--- config.mk ---
export PLATFORM = sky130hd
export DESIGN_NAME = edge_trace_capture
export DESIGN_NICKNAME = d
export VERILOG_FILES = /design/src/rtl/edge_trace_pkg.sv /design/src/rtl/edge_trace_fifo.sv /design/src/rtl/edge_trace_capture.sv
export SDC_FILE = /design/constraint.sdc
export NUM_CORES = 1
export LEC_CHECK = 0
export CORE_ASPECT_RATIO = 1.2
export CORE_MARGIN = 2
export CORE_UTILIZATION = 45
export CTS_CLUSTER_DIAMETER = 30
export CTS_CLUSTER_SIZE = 30
export DETAILED_ROUTE_END_ITERATION = 10
export PLACE_DENSITY = 0.6
export SLEW_MARGIN = 30
export SYNTH_ARGS = -nofsm -noshare
export SYNTH_HDL_FRONTEND = slang
export SYNTH_HIERARCHICAL = 1
export SYNTH_SLANG_ARGS = --single-unit
export TNS_END_PERCENT = 100
--- constraint.sdc ---
create_clock -name clk -period 34.2 [get_ports clk]
set_input_delay 10.26 -clock clk [delete_from_list [all_inputs] [get_ports clk]]
set_output_delay 10.26 -clock clk [all_outputs]
set_load 0.05 [all_outputs]
--- src/rtl/edge_trace_pkg.sv ---
`default_nettype none
// ============================================================================
// Module   : edge_trace_pkg
// Summary  : Shared types for the edge trace capture block. The event ts
//            field exists only when EDGE_TRACE_TIMESTAMP_EN is defined.
// Revision : 1.0 - initial release
// ============================================================================
package edge_trace_pkg;

  localparam int DROP_CNT_W = 8;
  // Event fields are sized for the largest supported configuration
  // (NUM_CH <= 256, TS_W <= 32); unused upper bits are constant zero.
  localparam int EVT_CH_W   = 8;
  localparam int EVT_TS_W   = 32;

  typedef enum logic [1:0] {
    IDLE    = 2'd0,
    CAPTURE = 2'd1,
    FLUSH   = 2'd2
  } state_e;

  typedef struct packed {
    logic [EVT_CH_W-1:0] ch;
    logic                level;
`ifdef EDGE_TRACE_TIMESTAMP_EN
    logic [EVT_TS_W-1:0] ts;
`endif
  } evt_t;

endpackage
`default_nettype wire

--- src/rtl/edge_trace_fifo.sv ---
`default_nettype none
// ============================================================================
// Module   : edge_trace_fifo
// Summary  : Synchronous first-word-fall-through event FIFO, DEPTH entries.
// Revision : 1.0 - initial release
// ============================================================================
module edge_trace_fifo
  import edge_trace_pkg::*;
#(
  parameter int DEPTH = 16
) (
  input  logic clk,
  input  logic rst_n,
  input  logic push,
  input  logic pop,
  input  evt_t din,
  output evt_t dout,
  output logic full,
  output logic empty
);

  localparam int              PTR_W    = $clog2(DEPTH);
  localparam logic [PTR_W:0]  FULL_CNT = (PTR_W + 1)'(DEPTH);

  evt_t             mem_q [DEPTH];
  logic [PTR_W-1:0] wr_ptr_q, wr_ptr_d;
  logic [PTR_W-1:0] rd_ptr_q, rd_ptr_d;
  logic [PTR_W:0]   count_q, count_d;
  logic             do_push, do_pop;

  // A push into a full FIFO is accepted when the head leaves on the same edge.
  always_comb begin
    do_pop   = pop && (count_q != '0);
    do_push  = push && ((count_q != FULL_CNT) || do_pop);
    wr_ptr_d = do_push ? wr_ptr_q + PTR_W'(1) : wr_ptr_q;
    rd_ptr_d = do_pop  ? rd_ptr_q + PTR_W'(1) : rd_ptr_q;
    count_d  = count_q;
    if (do_push && !do_pop) begin
      count_d = count_q + (PTR_W + 1)'(1);
    end else if (do_pop && !do_push) begin
      count_d = count_q - (PTR_W + 1)'(1);
    end
  end

  always_ff @(posedge clk or negedge rst_n) begin
    if (!rst_n) begin
      wr_ptr_q <= '0;
      rd_ptr_q <= '0;
      count_q  <= '0;
    end else begin
      wr_ptr_q <= wr_ptr_d;
      rd_ptr_q <= rd_ptr_d;
      count_q  <= count_d;
    end
  end

  always_ff @(posedge clk) begin
    if (do_push) begin
      mem_q[wr_ptr_q] <= din;
    end
  end

  assign dout  = mem_q[rd_ptr_q];
  assign full  = (count_q == FULL_CNT);
  assign empty = (count_q == '0);

endmodule
`default_nettype wire

--- src/rtl/edge_trace_capture.sv ---
`default_nettype none
// ============================================================================
// Module   : edge_trace_capture
// Summary  : Per-line edge detector feeding an event FIFO; lowest pending
//            channel wins. Timestamps enabled by EDGE_TRACE_TIMESTAMP_EN.
// Revision : 1.0 - initial release
// ============================================================================
module edge_trace_capture
  import edge_trace_pkg::*;
#(
  parameter int NUM_CH = 20,
  parameter int DEPTH  = 16,
  parameter int TS_W   = 16
) (
  input  logic                      clk,
  input  logic                      rst_n,
  input  logic                      enable,
  input  logic [NUM_CH-1:0]         sig_i,
  output logic                      evt_valid,
  input  logic                      evt_ready,
  output logic [$clog2(NUM_CH)-1:0] evt_ch,
  output logic                      evt_level,
  output logic [TS_W-1:0]           evt_ts,
  output logic                      overflow,
  output logic [DROP_CNT_W-1:0]     drop_cnt
);

  localparam int CH_W = $clog2(NUM_CH);

  state_e                state_q, state_d;
  logic [NUM_CH-1:0]     sig_q, sig_d;
  logic [NUM_CH-1:0]     pending_q, pending_d;
  logic                  overflow_q, overflow_d;
  logic [DROP_CNT_W-1:0] drop_cnt_q, drop_cnt_d;
  logic [NUM_CH-1:0]     change, sel_oh, push_oh, drop;
  logic [CH_W-1:0]       sel_idx;
  logic                  sel_found, sel_level;
  logic                  push_en, pop_en, fifo_full, fifo_empty;
  evt_t                  push_evt, head_evt;
  logic                  unused_head_bits;
`ifdef EDGE_TRACE_TIMESTAMP_EN
  logic [TS_W-1:0]       ts_cnt_q, ts_cnt_d;
`endif

  always_comb begin
    sel_oh    = '0;
    sel_idx   = '0;
    sel_found = 1'b0;
    sel_level = 1'b0;
    for (int i = 0; i < NUM_CH; i++) begin
      if (pending_q[i] && !sel_found) begin
        sel_found = 1'b1;
        sel_oh[i] = 1'b1;
        sel_idx   = CH_W'(i);
        sel_level = sig_q[i];
      end
    end
  end

  assign pop_en  = !fifo_empty && evt_ready;
  assign push_en = sel_found && (!fifo_full || pop_en);
  assign push_oh = push_en ? sel_oh : '0;

  // A change on the channel being pushed re-arms it rather than counting as loss.
  always_comb begin
    sig_d      = sig_i;
    change     = (state_q == CAPTURE) ? (sig_i ^ sig_q) : '0;
    drop       = change & pending_q & ~push_oh;
    pending_d  = (pending_q & ~push_oh) | change;
    overflow_d = overflow_q | (|drop);
    drop_cnt_d = drop_cnt_q;
    for (int i = 0; i < NUM_CH; i++) begin
      if (drop[i] && (drop_cnt_d != {DROP_CNT_W{1'b1}})) begin
        drop_cnt_d = drop_cnt_d + DROP_CNT_W'(1);
      end
    end
  end

  always_comb begin
    state_d = state_q;
    case (state_q)
      IDLE: begin
        if (enable) state_d = CAPTURE;
      end
      CAPTURE: begin
        if (!enable) state_d = (|pending_q) ? FLUSH : IDLE;
      end
      FLUSH: begin
        if (enable) begin
          state_d = CAPTURE;
        end else if (!(|pending_q)) begin
          state_d = IDLE;
        end
      end
      default: state_d = IDLE;
    endcase
  end

  always_comb begin
    push_evt       = '0;
    push_evt.ch    = EVT_CH_W'(sel_idx);
    push_evt.level = sel_level;
`ifdef EDGE_TRACE_TIMESTAMP_EN
    push_evt.ts    = EVT_TS_W'(ts_cnt_q);
`endif
  end

  always_ff @(posedge clk or negedge rst_n) begin
    if (!rst_n) begin
      state_q    <= IDLE;
      sig_q      <= '0;
      pending_q  <= '0;
      overflow_q <= 1'b0;
      drop_cnt_q <= '0;
    end else begin
      state_q    <= state_d;
      sig_q      <= sig_d;
      pending_q  <= pending_d;
      overflow_q <= overflow_d;
      drop_cnt_q <= drop_cnt_d;
    end
  end

`ifdef EDGE_TRACE_TIMESTAMP_EN
  always_comb begin
    ts_cnt_d = ts_cnt_q + TS_W'(1);
  end

  always_ff @(posedge clk or negedge rst_n) begin
    if (!rst_n) begin
      ts_cnt_q <= '0;
    end else begin
      ts_cnt_q <= ts_cnt_d;
    end
  end
`endif

  edge_trace_fifo #(
    .DEPTH (DEPTH)
  ) u_fifo (
    .clk   (clk),
    .rst_n (rst_n),
    .push  (push_en),
    .pop   (pop_en),
    .din   (push_evt),
    .dout  (head_evt),
    .full  (fifo_full),
    .empty (fifo_empty)
  );

  // Head fields are forced to zero while empty so stale storage never shows.
  assign evt_valid        = !fifo_empty;
  assign evt_ch           = evt_valid ? head_evt.ch[CH_W-1:0] : '0;
  assign evt_level        = evt_valid & head_evt.level;
  assign unused_head_bits = ^head_evt;
`ifdef EDGE_TRACE_TIMESTAMP_EN
  assign evt_ts           = evt_valid ? head_evt.ts[TS_W-1:0] : '0;
`else
  assign evt_ts           = '0;
`endif
  assign overflow         = overflow_q;
  assign drop_cnt         = drop_cnt_q;

endmodule
`default_nettype wire

==> impl_metrics.toml <==
[placement]
globalplace.congestion = 0.927
post_dp_cell_area_mm2 = 0.0157
detailedPlacementHpwl_um = 32100
portBuffers = 39

[setup_path]
cp-end-kind = "flop"
critical_path_launch_point = "sig_i[0]"
path_buf_inv = 14
r2r_slack_ns = 10.14
rr_startpoint = "u_fifo/count_q[0]"
setup.worst_path.start_class = "input port"
crit_path_frequent_cell = "ha_1"
cpLargestDelayFamily = "compound AO/OA/AOI/OAI gates"
critPathSlowestCell = "or4_1"
worst-path-max-fanout = 9
critPathArrivalTime_ns = 32.89
crit_type = "input port to flop"
regToRegEndpoint = "drop_cnt[4]"
cp.required_ns = 34.49
setup.worst_path.end = "drop_cnt[4]"
timing.critical_path.slowest_cell_delay_ns = 0.52
reg2regPathDepth = 108
cp_num_cells = 107

[floorplan]
std_cell_rows = 72
initial_core_util = 0.459
die_height_um = 203
die-width_um = 170
fp.coreArea_mm2 = 0.0323
design.die.area_mm2 = 0.0344
floorplan.io_pins = 56

[layout]
insertedDiodeCount = 0
syn_to_final_growth_pct = 12.2
layout_filler_cell_count = 3062
most-common-layout-cells = "nand2_1 (152), nor2_1 (126), edfxtp_1 (96)"
finalInstanceArea_mm2 = 0.0166
sequential_cell_area_mm2 = 0.00449
multi_input_area_mm2 = 0.0100
final_nets = 1767
mostFrequentLayoutCell = "nand2_1"
drive_gt1_frac = 0.163

[clock_tree]
htreeDepth = 4
numClockSinks = 160
cts_buffers = 17
holdBufCountCts = 0
clockBufferDepth = 2
tritoncts = "built"
worstSkewPairLatency_ns = 0.43
cts_root_buf = "clkbuf_16"
clk_pin_slew_worst_setup_hold_paths_ns = 0.06

[sta]
holdWs_ns = 0.513
worst_pin_slew_ns = 0.909
fin_tns_setup_ns = 0
fmax_mhz = 30.7
layout_worst_path_cycle_share = 0.953
final-hold-violation-count = 0
slew_limit_fails = 0
final.min_clock_period_ns = 32.60
relSlewSlack = 0.393
final.setup_skew_ns = 0.0151
setup_viol = 0

[routing]
ant_nets = 0
dr.pass1.iters = 5
avgRoutedWirePerCell_um = 19.7
drtIter0Drc = 1103
routed-via-count = 13496
route.final.wire_length_um = 42000
drcViolationCount = 0
vias_per_cell = 6.32

[synthesis]
synthCells = 1659
mappedNetlistArea_mm2 = 0.0148
yosysWarningCount = 6
syn_avg_cell_area_um2 = 8.94

[global_route]
antenna_found_initial = 1
grt_pass1_wl_um = 66900
grt_overflow_total = 0
largest_net_degree_at_the_start_of_global_routing = 65
grt_use_total = 0.239
via_count_of_the_first_global_routing_pass = 12940

[flow_run]
cap_violations = 0

[hold_path]
worst_hold_path_type = "flop to flop"

[run_status]
outcome = "complete, no violations"
layer usage:
metal | vias up | share of wire | global-route usage
met1 | 6558 | 0.44 | 0.310
met3 | 51 | 0.044 | 0.0296
met4 | 2 | 0.016 | 0.0589
li1 | 6498 | - | -
met5 | - | 0.00029 | 0
met2 | 387 | 0.50 | 0.421
registers in the layout, summed over array words and instances, names as in the netlist:
register / cells
sig_q: 20
state_q: 2
u_fifo/wr_ptr_q: 4
u_fifo/count_q: 5
pending_q: 20
u_fifo/rd_ptr_q: 4
u_fifo/mem_q: 96
drop_cnt: 8
overflow: 1
repair_timing:
| item | in CTS | in global routing |
|---|---|---|
| buffers inserted | 1 | 11 |
| resized for setup | 2 | 38 |
| setup endpoints to repair | 8 | 8 |
| pin swaps | 1 | 5 |
cell type report:
| class | count | share of cell area |
|---|---|---|
| clock buffer | 19 | 0.0260 |
| clock inverter | 13 | 0.00925 |
| inverter | 44 | 0.00992 |
| multi-input combinational | 1389 | 0.602 |
| sequential | 160 | 0.269 |
| tap | 407 | 0.0306 |
| timing repair buffer | 102 | 0.0529 |
through the flow:
stage / instances / worst slack [ns] / utilization
2_1_floorplan: 1674 / 1.33 / -
3_3_place_gp: 2089 / 0.412 / 0.486
3_5_place_dp: 2089 / -0.430 / 0.486
4_1_cts: 2122 / 0.165 / 0.505
5_1_grt: 2134 / -0.130 / 0.515
6_report: 2134 / 1.60 / 0.515
worst min-delay path by stage:
stage,from,endpoint,slack (ns),depth (start not counted)
final,state_q[0],state_q[0],0.51,1
after floorplan,state_q[0],state_q[0],0.46,1
after CTS,state_q[0],state_q[0],0.51,1
after global placement,state_q[0],state_q[0],0.48,1
after detailed placement,state_q[0],state_q[0],0.50,1
after global routing,state_q[0],state_q[0],0.55,1
Power is left out: the tool's default activity adds up to more than one toggle a clock period on the data nets, which glitch-free logic cannot reach.
==> variant 1: new RTL, same flow settings <==
Compare `count_q` against `FULL_CNT` with >= in place of ==.
--- a/src/rtl/edge_trace_fifo.sv
+++ b/src/rtl/edge_trace_fifo.sv
@@ -63,3 +63,3 @@
   assign dout  = mem_q[rd_ptr_q];
-  assign full  = (count_q == FULL_CNT);
+  assign full  = (count_q >= FULL_CNT);
   assign empty = (count_q == '0);
Check against the original RTL: no difference found for any inputs over 4 cycles, from zero or initial values and one cycle with rst_n low; that may be too few to reach the edited logic, so the function may still have changed.
==> variant 1 against the original RTL <==
  * Utilization is essentially flat
  * Worst setup slack got worse by 0.12 ns
  * Die area rose by 0.17%
  * Synthesized area grew 0.18%
  * Critical path depth is 3 lower
  * Final cell count is 0.23% higher
  * Critical endpoint is now drop_cnt[0]
  * Sequential cell count unchanged
  * Routed wire length down 0.67%
  * Design area about the same
  * Maximum frequency shrank 0.38%
  * Clock skew down 0.0021 ns
  * Non-clock buffer count down 6
  * Highest routed layer unchanged
Power is left out: the tool's default activity adds up to more than one toggle a clock period on the data nets, which glitch-free logic cannot reach.
==> variant 1: results <==
[outcome]
status = "complete, no violations"

[cts]
cts-buffers-inserted = 17
ctsRootBufferMaster = "clkbuf_16"

[route]
wl_per_cell_microns = 19.5
met2_length_microns = 20500
first_iter_violations = 987
dr_wl_met3_microns = 1880
met1_length_microns = 18600
wirelength_microns = 41700
vias = 13600

[logic_synthesis]
netlist_instances = 1671

[global_routing]
grt.total_usage_pct = 24.0
grt_pass1_wl_microns = 67300
grt_pass1_vias = 12800
antenna_found_initial = 2

[timing]
worst_slew_pin_slew_ns = 0.914
skew_ns = 0.0130

[setup_path]
max_stage_delay_ns = 0.56
r2r_slack_ns = 10.16
crit_path_top_delay_cell = "clkdlybuf4s50_1"
r2r_start = "u_fifo/count_q[1]"
cp.arrival_ns = 33.06

[finish]
nets = 1771
drive_above_1_share_pct = 16.5
largestRegisters = "u_fifo/mem_q x96, pending_q x20, sig_q x20"

[min_path]
worstHoldPathType = "flop to flop"

[placed_design]
dp_hpwl_microns = 31700
routabilityCongestion = 0.917
dp_cells = 2095
-- variant 1: area by class of cell --
class                      count  area, sq um
antenna                        1         2.50
clock buffer                  17          425
clock inverter                15          166
fill                        3042        15700
inverter                      45          169
multi-input combinational   1398        10100
sequential                   160         4490
tap                          407          509
timing repair buffer          96          813
-- variant 1: path summary, 6_finish.rpt --
kind,endpoint,depth (start not counted)
max,drop_cnt[0],104
min,state_q[0],1
max reg2reg,drop_cnt[0],105
min reg2reg,state_q[0],1
max in group asynchronous,pending_q[2],2
min in group asynchronous,u_fifo/count_q[0],2
-- variant 1: through the flow --
stage	hold slack [ns]	worst slack (ns)	util (%)	TNS [ns]	area, sq um
3_5_place_dp	0.488	-0.650	48.5	-4.34	15700
5_1_grt	0.532	-0.146	51.5	-0.641	16600
6_report	0.489	1.48	51.5	0	16600
3_3_place_gp	0.478	0.435	48.5	0	15700
2_1_floorplan	0.458	1.34	-	0	14900
4_1_cts	0.495	0.0135	50.5	0	16300
-- variant 1: what timing repair did --
action | 4_1_cts | 5_1_grt
pin swaps | 1 | 6
gates resized for setup | 3 | 47
endpoints found under the setup margin | 8 | 8
setup buffers | 1 | 10
-- variant 1: worst max-delay path: cells and delay by family --
family	cells	cell delay (ns)
AO/OA/AOI/OAI	35	7.81
adder cells (fa/ha/maj)	17	4.13
AND/OR/NAND/NOR	23	3.63
buffers and inverters	11	1.66
multiplexers	11	4.26
XOR/XNOR	7	1.25
-- variant 1: layer usage --
metal	vias to the layer above	GRT usage, %
li1	6515	-
met1	6600	31.9
met2	417	41.7
met3	61	3.02
met4	2	5.28
met5	-	0
==> variant 2: new RTL, same settings <==
Made on the original files. Change the package constant `EVT_CH_W` from 8 to 9.
--- a/src/rtl/edge_trace_pkg.sv
+++ b/src/rtl/edge_trace_pkg.sv
@@ -12,3 +12,3 @@
   // (NUM_CH <= 256, TS_W <= 32); unused upper bits are constant zero.
-  localparam int EVT_CH_W   = 8;
+  localparam int EVT_CH_W   = 9;
   localparam int EVT_TS_W   = 32;
Behaviour: same outputs for any inputs over 4 cycles, from zero or initial values and one cycle with rst_n low; that may be too few to reach the edited logic, so the function may still have changed.
==> variant 2 against the original RTL <==
  * Synthesized area did not move
  * Worst setup slack got worse by 0.053 ns
  * Sequential share of layout area rose by 0.16 points
  * Die area did not move
  * Routed wire length fell by 0.15%
  * Sequential cell count did not move
  * Count of clock-buffer cells in the layout fell by 2
  * Clock skew barely moved
  * Design area fell by 0.59%
  * Critical path depth fell by 1
Power is not shown: default switching activity piles up to over one toggle a cycle in this logic, so the estimate is an artifact.
==> variant 2: results <==
[cts]
worstSkewPairLatency_ns = 0.43
cts_buffer_depth = 2

[route]
viasPerCell = 6.35
wirelength_microns = 41900
first_iter_violations = 979
dr.pass1.iters = 5
wl_per_cell_microns = 19.7

[finish]
nets = 1758
drive_above_1_share_pct = 15.6
fillers = 2984

[placed_design]
placed_area_sq_mm = 0.0157
dp_hpwl_microns = 31900
dp_cells = 2084
routabilityCongestion = 0.942

[setup_path]
r2r_slack_ns = 10.12
r2r_start = "u_fifo/count_q[0]"
worst_r2r_path_depth = 107
worstReg2RegEnd = "drop_cnt[0]"

[global_routing]
grt_pass1_vias = 12900
grt.total_usage_pct = 24.0
grt_pass1_wl_microns = 67300

[timing]
hold_slack_ns = 0.496
skew_ns = 0.0152
worst_slew_pin_slew_ns = 0.867

[logic_synthesis]
postSynthAreaPerCell_sq_um = 8.93

[outcome]
status = "complete, no violations"

[min_path]
min_from = "state_q[1]"
==> variant 2: per-layer routing <==
| layer | part of all wire (%) | global-route usage, % |
|---|---|---|
| met3 | 4.3 | 2.69 |
| met1 | 45 | 31.5 |
| met4 | 1.4 | 5.77 |
| met2 | 49 | 42.1 |
| met5 | 0.041 | 0 |
==> variant 2: how the worst max path moves through the flow <==
stage              start     endpoint  slack [ns]
2_1_floorplan   sig_i[0]  drop_cnt[0]        1.33
3_3_place_gp    sig_i[0]  drop_cnt[6]        0.33
3_5_place_dp    sig_i[0]  drop_cnt[6]       -0.51
4_1_cts         sig_i[0]  drop_cnt[6]        0.11
5_1_grt        evt_ready  drop_cnt[6]       -0.06
6_report       evt_ready  drop_cnt[0]        1.55
==> variant 2: repair_timing <==
item,CTS,global route
setup buffers,1,8
setup endpoints to repair,8,8
resized for setup,2,35
pin swaps,1,7
==> variant 2: metrics by stage <==
stage | utilization, % | worst slack (ns) | setup TNS [ns]
final | 51.2 | 1.55 | 0
after global placement | 48.5 | 0.330 | 0
after global routing | 51.2 | -0.0637 | -0.202
after detailed placement | 48.5 | -0.513 | -3.28
after floorplan | - | 1.33 | 0
after CTS | 50.4 | 0.110 | 0
==> variant 2: worst max-delay path: cells and delay by family <==
kind	cells	cell delay, ns
XOR/XNOR	9	1.92
buffers and inverters	14	1.94
adder cells (fa/ha/maj)	17	4.12
AO/OA/AOI/OAI	35	7.45
AND/OR/NAND/NOR	22	4.02
multiplexers	9	3.25
==> variant 2: cell type report <==
| type | count | area, sq um | area share [%] |
|---|---|---|---|
| Clock inverter | 15 | 166 | 1.01 |
| Inverter | 44 | 165 | 0.998 |
| Clock buffer | 17 | 425 | 2.57 |
| Sequential cell | 160 | 4490 | 27.1 |
| Tap cell | 407 | 509 | 3.08 |
| Antenna cell | 1 | 2.50 | 0.0151 |
| Multi-Input combinational cell | 1389 | 10000 | 60.4 |
| Timing Repair Buffer | 93 | 793 | 4.79 |
